`config.mk`:
```
export PLATFORM = sky130hd
export DESIGN_NAME = led_request_arbiter
export DESIGN_NICKNAME = d
export VERILOG_FILES = /design/src/rtl/led_request_arbiter.sv
export SDC_FILE = /design/constraint.sdc
export NUM_CORES = 1
export LEC_CHECK = 0
export CAP_MARGIN = 20
export CORE_MARGIN = 3
export CORE_UTILIZATION = 55
export CTS_CLUSTER_SIZE = 16
export DETAILED_ROUTE_END_ITERATION = 10
export PLACE_DENSITY = 0.81
export SETUP_SLACK_MARGIN = 0.05
export SLEW_MARGIN = 20
export SYNTH_ARGS = -nofsm -noshare
export SYNTH_HDL_FRONTEND = slang
export SYNTH_SLANG_ARGS = --single-unit
```
`constraint.sdc`:
```
create_clock -name clk -period 24.3 [get_ports clk]
set_input_delay 4.86 -clock clk [delete_from_list [all_inputs] [get_ports clk]]
set_output_delay 4.86 -clock clk [all_outputs]
set_load 0.03 [all_outputs]
```
`src/rtl/led_request_arbiter.sv`:
```
// led_request_arbiter: shares the 4-LED bank between up to 4 requesters.
// Pending requests are served round-robin, one grant at a time. Each grant
// drives a steady or blinking pattern for a fixed hold time and is followed
// by a mandatory dark gap.
module led_request_arbiter #(
  parameter int NREQ        = 4,
  parameter int HOLD_CYCLES = 100_000_000,
  parameter int BLINK_HALF  = 12_500_000,
  parameter int GAP_CYCLES  = 10_000_000
) (
  input  logic            clk,
  input  logic            reset,
  input  logic [NREQ-1:0] req,
  input  logic [NREQ-1:0] req_mode,
  input  logic            abort,
  output logic [3:0]      led_on,
  output logic [NREQ-1:0] grant,
  output logic            busy,
  output logic            done,
  output logic [1:0]      done_id
);

  // Reject illegal parameter values at elaboration.
  if (NREQ < 2 || NREQ > 4) begin : g_bad_nreq
    $error("led_request_arbiter: NREQ must be 2..4");
  end
  if (HOLD_CYCLES < 2) begin : g_bad_hold
    $error("led_request_arbiter: HOLD_CYCLES must be >= 2");
  end
  if (BLINK_HALF < 1) begin : g_bad_blink
    $error("led_request_arbiter: BLINK_HALF must be >= 1");
  end
  if (GAP_CYCLES < 1) begin : g_bad_gap
    $error("led_request_arbiter: GAP_CYCLES must be >= 1");
  end

  localparam logic [1:0] S_IDLE = 2'd0;
  localparam logic [1:0] S_ON   = 2'd1;
  localparam logic [1:0] S_GAP  = 2'd2;

  // All terminal-count compares are done at the full 32-bit counter width.
  localparam logic [31:0] HOLD_LAST  = 32'(HOLD_CYCLES - 1);
  localparam logic [31:0] GAP_LAST   = 32'(GAP_CYCLES - 1);
  localparam logic [31:0] BLINK_DIV  = 32'(BLINK_HALF);
  localparam logic [31:0] BLINK_LAST = 32'(BLINK_HALF - 1);
  localparam logic [1:0]  RR_INIT    = 2'(NREQ - 1);

  logic [1:0]      state_q, state_d;
  logic [NREQ-1:0] pending_q, pending_d;
  logic [NREQ-1:0] grant_q, grant_d;
  logic [31:0]     count_q, count_d;
  logic            phase_q, phase_d;
  logic [1:0]      rr_last_q, rr_last_d;
  logic [1:0]      owner_q, owner_d;
  logic            mode_q, mode_d;
  logic            done_q, done_d;
  logic [1:0]      done_id_q, done_id_d;

  // Zero-extended views so a 2-bit index is always in range for any NREQ.
  logic [3:0]      pend4, mode4;
  logic            pick_valid;
  logic [1:0]      pick;
  logic [NREQ-1:0] pick_onehot;

  assign pend4       = 4'(pending_q);
  assign mode4       = 4'(req_mode);
  assign pick_onehot = NREQ'(1) << pick;

  // Round-robin pick: first pending bit scanning upward from rr_last+1.
  always_comb begin
    pick_valid = 1'b0;
    pick       = rr_last_q;
    for (int k = 1; k <= NREQ; k++) begin
      logic [1:0] idx;
      idx = 2'((int'(rr_last_q) + k) % NREQ);
      if (!pick_valid && pend4[idx]) begin
        pick_valid = 1'b1;
        pick       = idx;
      end
    end
  end

  // Next-state logic for the IDLE/ON/GAP sequencer; abort overrides all.
  always_comb begin
    state_d   = state_q;
    pending_d = pending_q | req;
    grant_d   = grant_q;
    count_d   = count_q;
    phase_d   = phase_q;
    rr_last_d = rr_last_q;
    owner_d   = owner_q;
    mode_d    = mode_q;
    done_d    = 1'b0;
    done_id_d = done_id_q;

    case (state_q)
      S_IDLE: begin
        if (pick_valid) begin
          state_d   = S_ON;
          grant_d   = pick_onehot;
          rr_last_d = pick;
          owner_d   = pick;
          mode_d    = mode4[pick];
          // A fresh req from the picked requester in this same cycle re-queues it.
          pending_d = (pending_q & ~pick_onehot) | req;
          count_d   = '0;
          phase_d   = 1'b1;
        end
      end
      S_ON: begin
        count_d = count_q + 32'd1;
        if ((count_q % BLINK_DIV) == BLINK_LAST) phase_d = ~phase_q;
        if (count_q == HOLD_LAST) begin
          state_d   = S_GAP;
          count_d   = '0;
          grant_d   = '0;
          done_d    = 1'b1;
          done_id_d = owner_q;
        end
      end
      S_GAP: begin
        count_d = count_q + 32'd1;
        if (count_q == GAP_LAST) begin
          state_d = S_IDLE;
          count_d = '0;
        end
      end
      default: begin
        state_d = S_IDLE;
        count_d = '0;
        grant_d = '0;
      end
    endcase

    if (abort) begin
      state_d   = S_IDLE;
      pending_d = '0;
      grant_d   = '0;
      count_d   = '0;
      phase_d   = 1'b0;
      done_d    = 1'b0;
    end
  end

  // State registers with synchronous active-high reset.
  always_ff @(posedge clk) begin
    if (reset) begin
      state_q   <= S_IDLE;
      pending_q <= '0;
      grant_q   <= '0;
      count_q   <= '0;
      phase_q   <= 1'b0;
      rr_last_q <= RR_INIT;
      owner_q   <= '0;
      mode_q    <= 1'b0;
      done_q    <= 1'b0;
      done_id_q <= '0;
    end else begin
      state_q   <= state_d;
      pending_q <= pending_d;
      grant_q   <= grant_d;
      count_q   <= count_d;
      phase_q   <= phase_d;
      rr_last_q <= rr_last_d;
      owner_q   <= owner_d;
      mode_q    <= mode_d;
      done_q    <= done_d;
      done_id_q <= done_id_d;
    end
  end

  // LED decode straight from registered state: no extra latency.
  always_comb begin
    led_on = 4'h0;
    if (state_q == S_ON) begin
      if (mode_q) led_on = phase_q ? 4'hF : 4'h0;
      else        led_on = 4'b0001 << owner_q;
    end
  end

  assign grant   = grant_q;
  assign busy    = (state_q != S_IDLE);
  assign done    = done_q;
  assign done_id = done_id_q;

endmodule
```
==> results of run 1 <==
[power by group through the flow]
| stage | logic [W] | registers (W) | clock network [W] |
|---|---|---|---|
| floorplan | 0.0000147 | 0.0000895 | 0 |
| global placement | 0.0000204 | 0.0000898 | 0 |
| detailed placement | 0.0000209 | 0.0000900 | 0 |
| CTS | 0.0000210 | 0.0000881 | 0.0000716 |
| global route | 0.0000232 | 0.0000885 | 0.0000747 |
| finish | 0.0000210 | 0.0000882 | 0.0000705 |
[worst max path at each step]
stage	from	to	slack, ns	cells after the start
floorplan	count_q[13]	phase_q	12.72	41
global placement	count_q[13]	phase_q	10.63	37
detailed placement	count_q[13]	phase_q	10.40	37
CTS	count_q[13]	phase_q	10.31	37
global route	count_q[13]	phase_q	9.13	38
finish	count_q[13]	phase_q	10.28	38
[sequential cells by signal (all words and copies together) (netlist names)]
register   count
owner_q        2
pend4          4
count_q       32
state_q        2
mode_q         1
rr_last_q      2
grant          4
done_id        2
phase_q        1
done           1
[layer usage]
metal / wire, um / share of wire
met1: 13100 / 0.46
met3: 1910 / 0.067
met5: 0 / 0
met4: 733 / 0.026
met2: 12500 / 0.44
[metrics by stage]
step / utilization / instance area, um^2 / cells / setup WS (ns) / power (W)
after detailed placement: 0.575 / 9570 / 1518 / 10.40 / 0.000111
final: 0.585 / 9730 / 1525 / 10.28 / 0.000180
after floorplan: - / 9380 / 1336 / 12.72 / 0.000104
after global placement: 0.575 / 9570 / 1518 / 10.63 / 0.000110
after CTS: 0.584 / 9720 / 1525 / 10.31 / 0.000181
after global routing: 0.585 / 9730 / 1525 / 9.13 / 0.000186
[cell type report]
cell class	instances	area share
clock buffer	6	0.0143
clock inverter	1	0.000900
inverter	26	0.0100
multi-input combinational	1196	0.817
sequential	51	0.105
tap	220	0.0283
timing repair buffer	25	0.0249
[worst max-delay path: cells and delay by family (launching register included)]
family	cells	cell delay [ns]
simple gates	10	4.27
mux	2	0.48
flops	1	0.44
buf+inv	1	0.20
xor+xnor	1	0.45
compound gates	24	8.08
[kinds of logic (layout without fill, tap and decap cells)]
| family | count (synthesis) | after routing | synth area share |
|---|---|---|---|
| xor gates and xnor gates | 124 | 124 | 0.119 |
| and+or+nand+nor | 584 | 584 | 0.321 |
| buffers and inverters | 89 | 58 | 0.0455 |
| muxes | 29 | 29 | 0.0332 |
| AOI/OAI and AO/OA | 453 | 453 | 0.365 |
| adders and majority gates | 6 | 6 | 0.00774 |
| DFF | 51 | 51 | 0.109 |
[cells in the mapped netlist (17+ instances only)]
| cell | n |
|---|---|
| dfxtp_1 | 51 |
| xnor2_1 | 75 |
| o211ai_1 | 21 |
| xor2_1 | 47 |
| nor2_1 | 142 |
| nor4_1 | 20 |
| nor3_1 | 44 |
| a31oi_1 | 18 |
| nand4_1 | 23 |
| a211oi_1 | 25 |
| or2_2 | 18 |
| and2_1 | 21 |
| and3_1 | 23 |
| clkbuf_1 | 26 |
| nand3_1 | 63 |
| nand2_1 | 126 |
| a21oi_1 | 89 |
| o21ai_0 | 75 |
| mux2i_1 | 18 |
| or3_1 | 17 |
| inv_1 | 26 |
==> impl_metrics.yaml, run 1 <==
min_path:
  hold-path-cell-count: 2
  min_path_type: "reg -> reg"
  min_to: "grant[1]"
  hp-start: "grant[1]"
placement:
  port_buffers: 22
  dp_hpwl_um: 22100
  routabilityCongestion: 1.01
run_status:
  outcome: "complete, no violations"
flow_run:
  cap_violations: 0
synth:
  syn_inst: 1336
  synthFlopType: "dfxtp_1"
  synth_seq_area_share: 0.109
  synthArstFlopShare: 0
  synth-seq-cells: 51
  synth.area.top_cells: "dfxtp_1 11%, xnor2_1 7.0%, nor2_1 5.7%"
  netlist_area_um2: 9380
  synth_nets: 1352
  synth_top_area_frac: 0.109
  synth_cell_type_count: 117
  synth_top_area_cell: "dfxtp_1"
  avgSynthCellArea_um2: 7.02
  yosysWarnings: 0
  synth-edff-count: 0
routing:
  vias_per_cell: 6.89
  vias: 10500
  firstDrtPassIters: 5
  first_iter_violations: 1140
  drc: 0
  routed_wl_um: 28300
  wl_per_cell_um: 18.5
  ant_nets: 0
worst_setup_path:
  crit_fanout: 16
  path_common_cell: "or4_1"
  required_ns: 24.53
  critPathMaxStageDelay_ns: 0.77
  startpoint_type: "register"
  rr_worst_depth: 38
  slowest_stage: "or4_1"
  end_kind: "register"
  critPathArrivalTime_ns: 14.26
  r2r-start: "count_q[13]"
  r2r_slack_ns: 10.28
  critPathKind: "reg -> reg"
  r2r_end: "phase_q"
die:
  io_pins: 23
  die_area_um2: 18700
  start_util: 0.564
  die_h_um: 137
  core_um2: 16600
  num_rows: 47
  die_x_um: 137
cells_and_area:
  final_nets: 1321
  syn2layout_area_growth_pct: 3.72
  final_common_cell: "nor2_1"
  multi_input_area_um2: 7950
  final_cell_mix: "142 x nor2_1, 126 x nand2_1, 89 x a21oi_1, 75 x o21ai_0, 75 x xnor2_1"
  nFillCells: 1581
  seqCellArea_um2: 1020
  num_antenna_cells: 0
  drive_gt1_frac: 0.0782
cts:
  cts_buffers: 5
  cts_max_level: 2
  cts_buffer_depth: 2
  root_buffer: "clkbuf_16"
  post_cts_resized: 0
  hold_buffers: 0
  cts.sinks: 51
  post-cts-setup-buffers: 0
  insertion_delay_ns: 0.29
  path_clk_slew_ns: 0.07
  cts_tree: "yes"
grt:
  use_met1: 0.418
  first_global_vias: 9271
  grtUsageMet2: 0.462
  grt_max_degree: 31
  met3_usage: 0.0324
  grt-ovfl-total: 0
  grt_pass1_wl_um: 46200
  grt_busiest_layer: "met2"
  track_usage: 0.293
  antenna_found_initial: 0
timing:
  fin_skew_ns: 0.0110
  clock.fmax_ghz: 0.0713
  finalMaxSlewViolations: 0
  period_share: 0.577
  period_minus_slack_ns: 14.02
  relSlewSlack: 0.308
  setup_viol: 0
  worstMarginPinSlew_ns: 1.03
  rsz0062_at_grt: "no"
  holdWs_ns: 0.492
  setup_tns_ns: 0
  finalHoldViolCount: 0
power_and_ir_drop:
  power_frac_clock: 0.393
  p_int_w: 0.000135
  p_comb_frac: 0.117
  power.density_nw_per_um2: 18.5
  switching_share: 0.250
  seq_power_share: 0.491
  p_leak_nw: 3.27
  vdd_ir_drop_max_uv: 54.3
  p_switching_w: 0.0000449
Power figures use the tool's default switching activity.
==> inputs of run 2 (changes only) <==
- PLACE_DENSITY: 0.81 -> 0.84
- clock period: 24.3 -> 11.5 ns (I/O delays scaled with it)
==> run 2 against run 1 <==
Net effect:
- the run now ends with setup timing left
- sequential share of layout area fell by 2.1 points
- combinational power increased by 120%
- critical endpoint unchanged
- register-to-register slack lost 11 ns
- highest routed layer unchanged
- clock power grew 150%
==> impl_metrics.yaml, run 2 (synthesis results as in run 1) <==
routing:
  first_iter_violations: 2103
  firstDrtPassIters: 6
  drc: 0
  wl_per_cell_um: 20.5
  routed_wl_um: 35500
  vias: 12600
  ant_nets: 0
  vias_per_cell: 7.28
cts:
  cts_tree: "yes"
  cts.sinks: 51
  cts_max_level: 2
  cts_buffer_depth: 2
  cts_buffers: 5
  path_clk_slew_ns: 0.07
  hold_buffers: 0
  root_buffer: "clkbuf_16"
  insertion_delay_ns: 0.30
die:
  die_x_um: 137
  num_rows: 47
  start_util: 0.564
  die_area_um2: 18700
  die_h_um: 137
  core_um2: 16600
  io_pins: 23
run_status:
  outcome: "finished, violations left"
  failed_checks: "setup timing"
worst_setup_path:
  r2r-start: "count_q[17]"
  rr_worst_depth: 45
  slowest_stage: "or4_4"
  crit_fanout: 9
  end_kind: "register"
  critPathArrivalTime_ns: 12.04
  path_common_cell: "buf_4"
  startpoint_type: "register"
  cp-startpoint: "count_q[17]"
  required_ns: 11.74
  r2r_end: "phase_q"
  r2r_slack_ns: -0.30
  endpoint: "phase_q"
  critPathKind: "reg -> reg"
  critPathMaxStageDelay_ns: 0.61
placement:
  routabilityCongestion: 1.10
  port_buffers: 22
  placed_cell_area_um2: 10800
  dp_hpwl_um: 23700
cells_and_area:
  post-route-util: 0.731
  multi_input_area_um2: 8780
  nFillCells: 1098
  num_antenna_cells: 0
  drive_gt1_frac: 0.266
  syn2layout_area_growth_pct: 29.7
  design_area_um2: 12200
  largest-register: "count_q"
  seqCellArea_um2: 1020
  final_cell_mix: "200 x buf_4, 137 x nor2_1, 121 x nand2_1, 78 x a21oi_1, 68 x xnor2_1"
  final_nets: 1527
  final_common_cell: "buf_4"
  largest_reg_flops: 32
timing:
  worst_slack_ns: -0.296
  rsz0062_at_grt: "yes"
  fin_skew_ns: 0.00827
  period_minus_slack_ns: 11.80
  setup_tns_ns: -0.296
  worstMarginPinSlew_ns: 1.01
  setup_viol: 1
  finalMaxSlewViolations: 0
  relSlewSlack: 0.325
  clock.fmax_ghz: 0.0848
  period_share: 1.03
  finalHoldViolCount: 0
grt:
  met3_usage: 0.0408
  use_met1: 0.410
  grt_pass1_wl_um: 50300
  grtUsageMet2: 0.527
  grt-ovfl-total: 0
  grt_max_degree: 31
  antenna_found_initial: 0
  track_usage: 0.317
  first_global_vias: 10700
  grt_busiest_layer: "met2"
flow_run:
  cap_violations: 0
min_path:
  min_path_type: "reg -> reg"
power_and_ir_drop:
  power.density_nw_per_um2: 33.4
  vdd_ir_drop_max_uv: 245
  p_leak_nw: 4.46
  power_w: 0.000406
==> run 2: cell count changes in the layout (fill, tap and decap cells not counted), sizes merged <==
cell,change
clkbuf,-1
o31ai,+1
a311oi,+1
bufinv,+1
buf,+204
clkinvlp,+1
==> run 2: stage by stage <==
stage	std cells	hold WS (ns)	worst slack, ns
2_1_floorplan	1336	0.471	0.0530
3_3_place_gp	1673	0.477	0.0122
3_5_place_dp	1673	0.487	-0.278
4_1_cts	1686	0.503	0.0563
5_1_grt	1732	0.534	-0.590
6_report	1732	0.499	-0.296
==> run 2: metal layers <==
layer | part of all wire | vias up | wire length [um]
li1 | - | 5472 | -
met1 | 0.37 | 5795 | 13300
met2 | 0.46 | 1075 | 16200
met3 | 0.11 | 271 | 3900
met4 | 0.058 | 0 | 2070
met5 | 0 | - | 0
==> run 2: worst max-delay path: cells and delay by family (launching register included) <==
| kind | cells | cell delay (ns) |
|---|---|---|
| AO/OA/AOI/OAI | 23 | 5.77 |
| XOR/XNOR | 1 | 0.23 |
| buffers and inverters | 8 | 1.33 |
| flip-flops | 1 | 0.33 |
| multiplexers | 3 | 0.67 |
| AND/OR/NAND/NOR | 10 | 3.37 |
==> run 2: repair_timing <==
item | CTS | global route
cloned | 1 | 1
setup endpoints to repair | 1 | 1
pin swaps | 10 | 56
setup buffers | 4 | 45
gates resized for setup | 26 | 130
==> run 2: final cells by class <==
type,count,share of cell area
Sequential cell,51,0.0843
Multi-Input combinational cell,1198,0.722
Tap cell,220,0.0226
Timing Repair Buffer,229,0.149
Clock buffer,5,0.0103
Inverter,26,0.00802
Clock inverter,3,0.00381
==> run 2: how the worst min path moves through the flow <==
stage	start	to	slack [ns]	cells after the start
floorplan	mode_q	mode_q	0.47	2
global placement	grant[2]	grant[2]	0.48	2
detailed placement	done_id[0]	done_id[0]	0.49	2
CTS	done_id[0]	done_id[0]	0.50	2
global route	grant[3]	grant[3]	0.53	2
finish	grant[3]	grant[3]	0.50	2
==> run 2: power by group <==
group          internal, W  switching, W
clock network     0.000104     0.0000706
logic            0.0000182     0.0000272
registers         0.000181    0.00000554
==> inputs of run 3 (changes only) <==
- CAP_MARGIN: 20 -> default
==> results of run 3 <==
No change in the layout: final DEF, timing and power equal those of run 2.
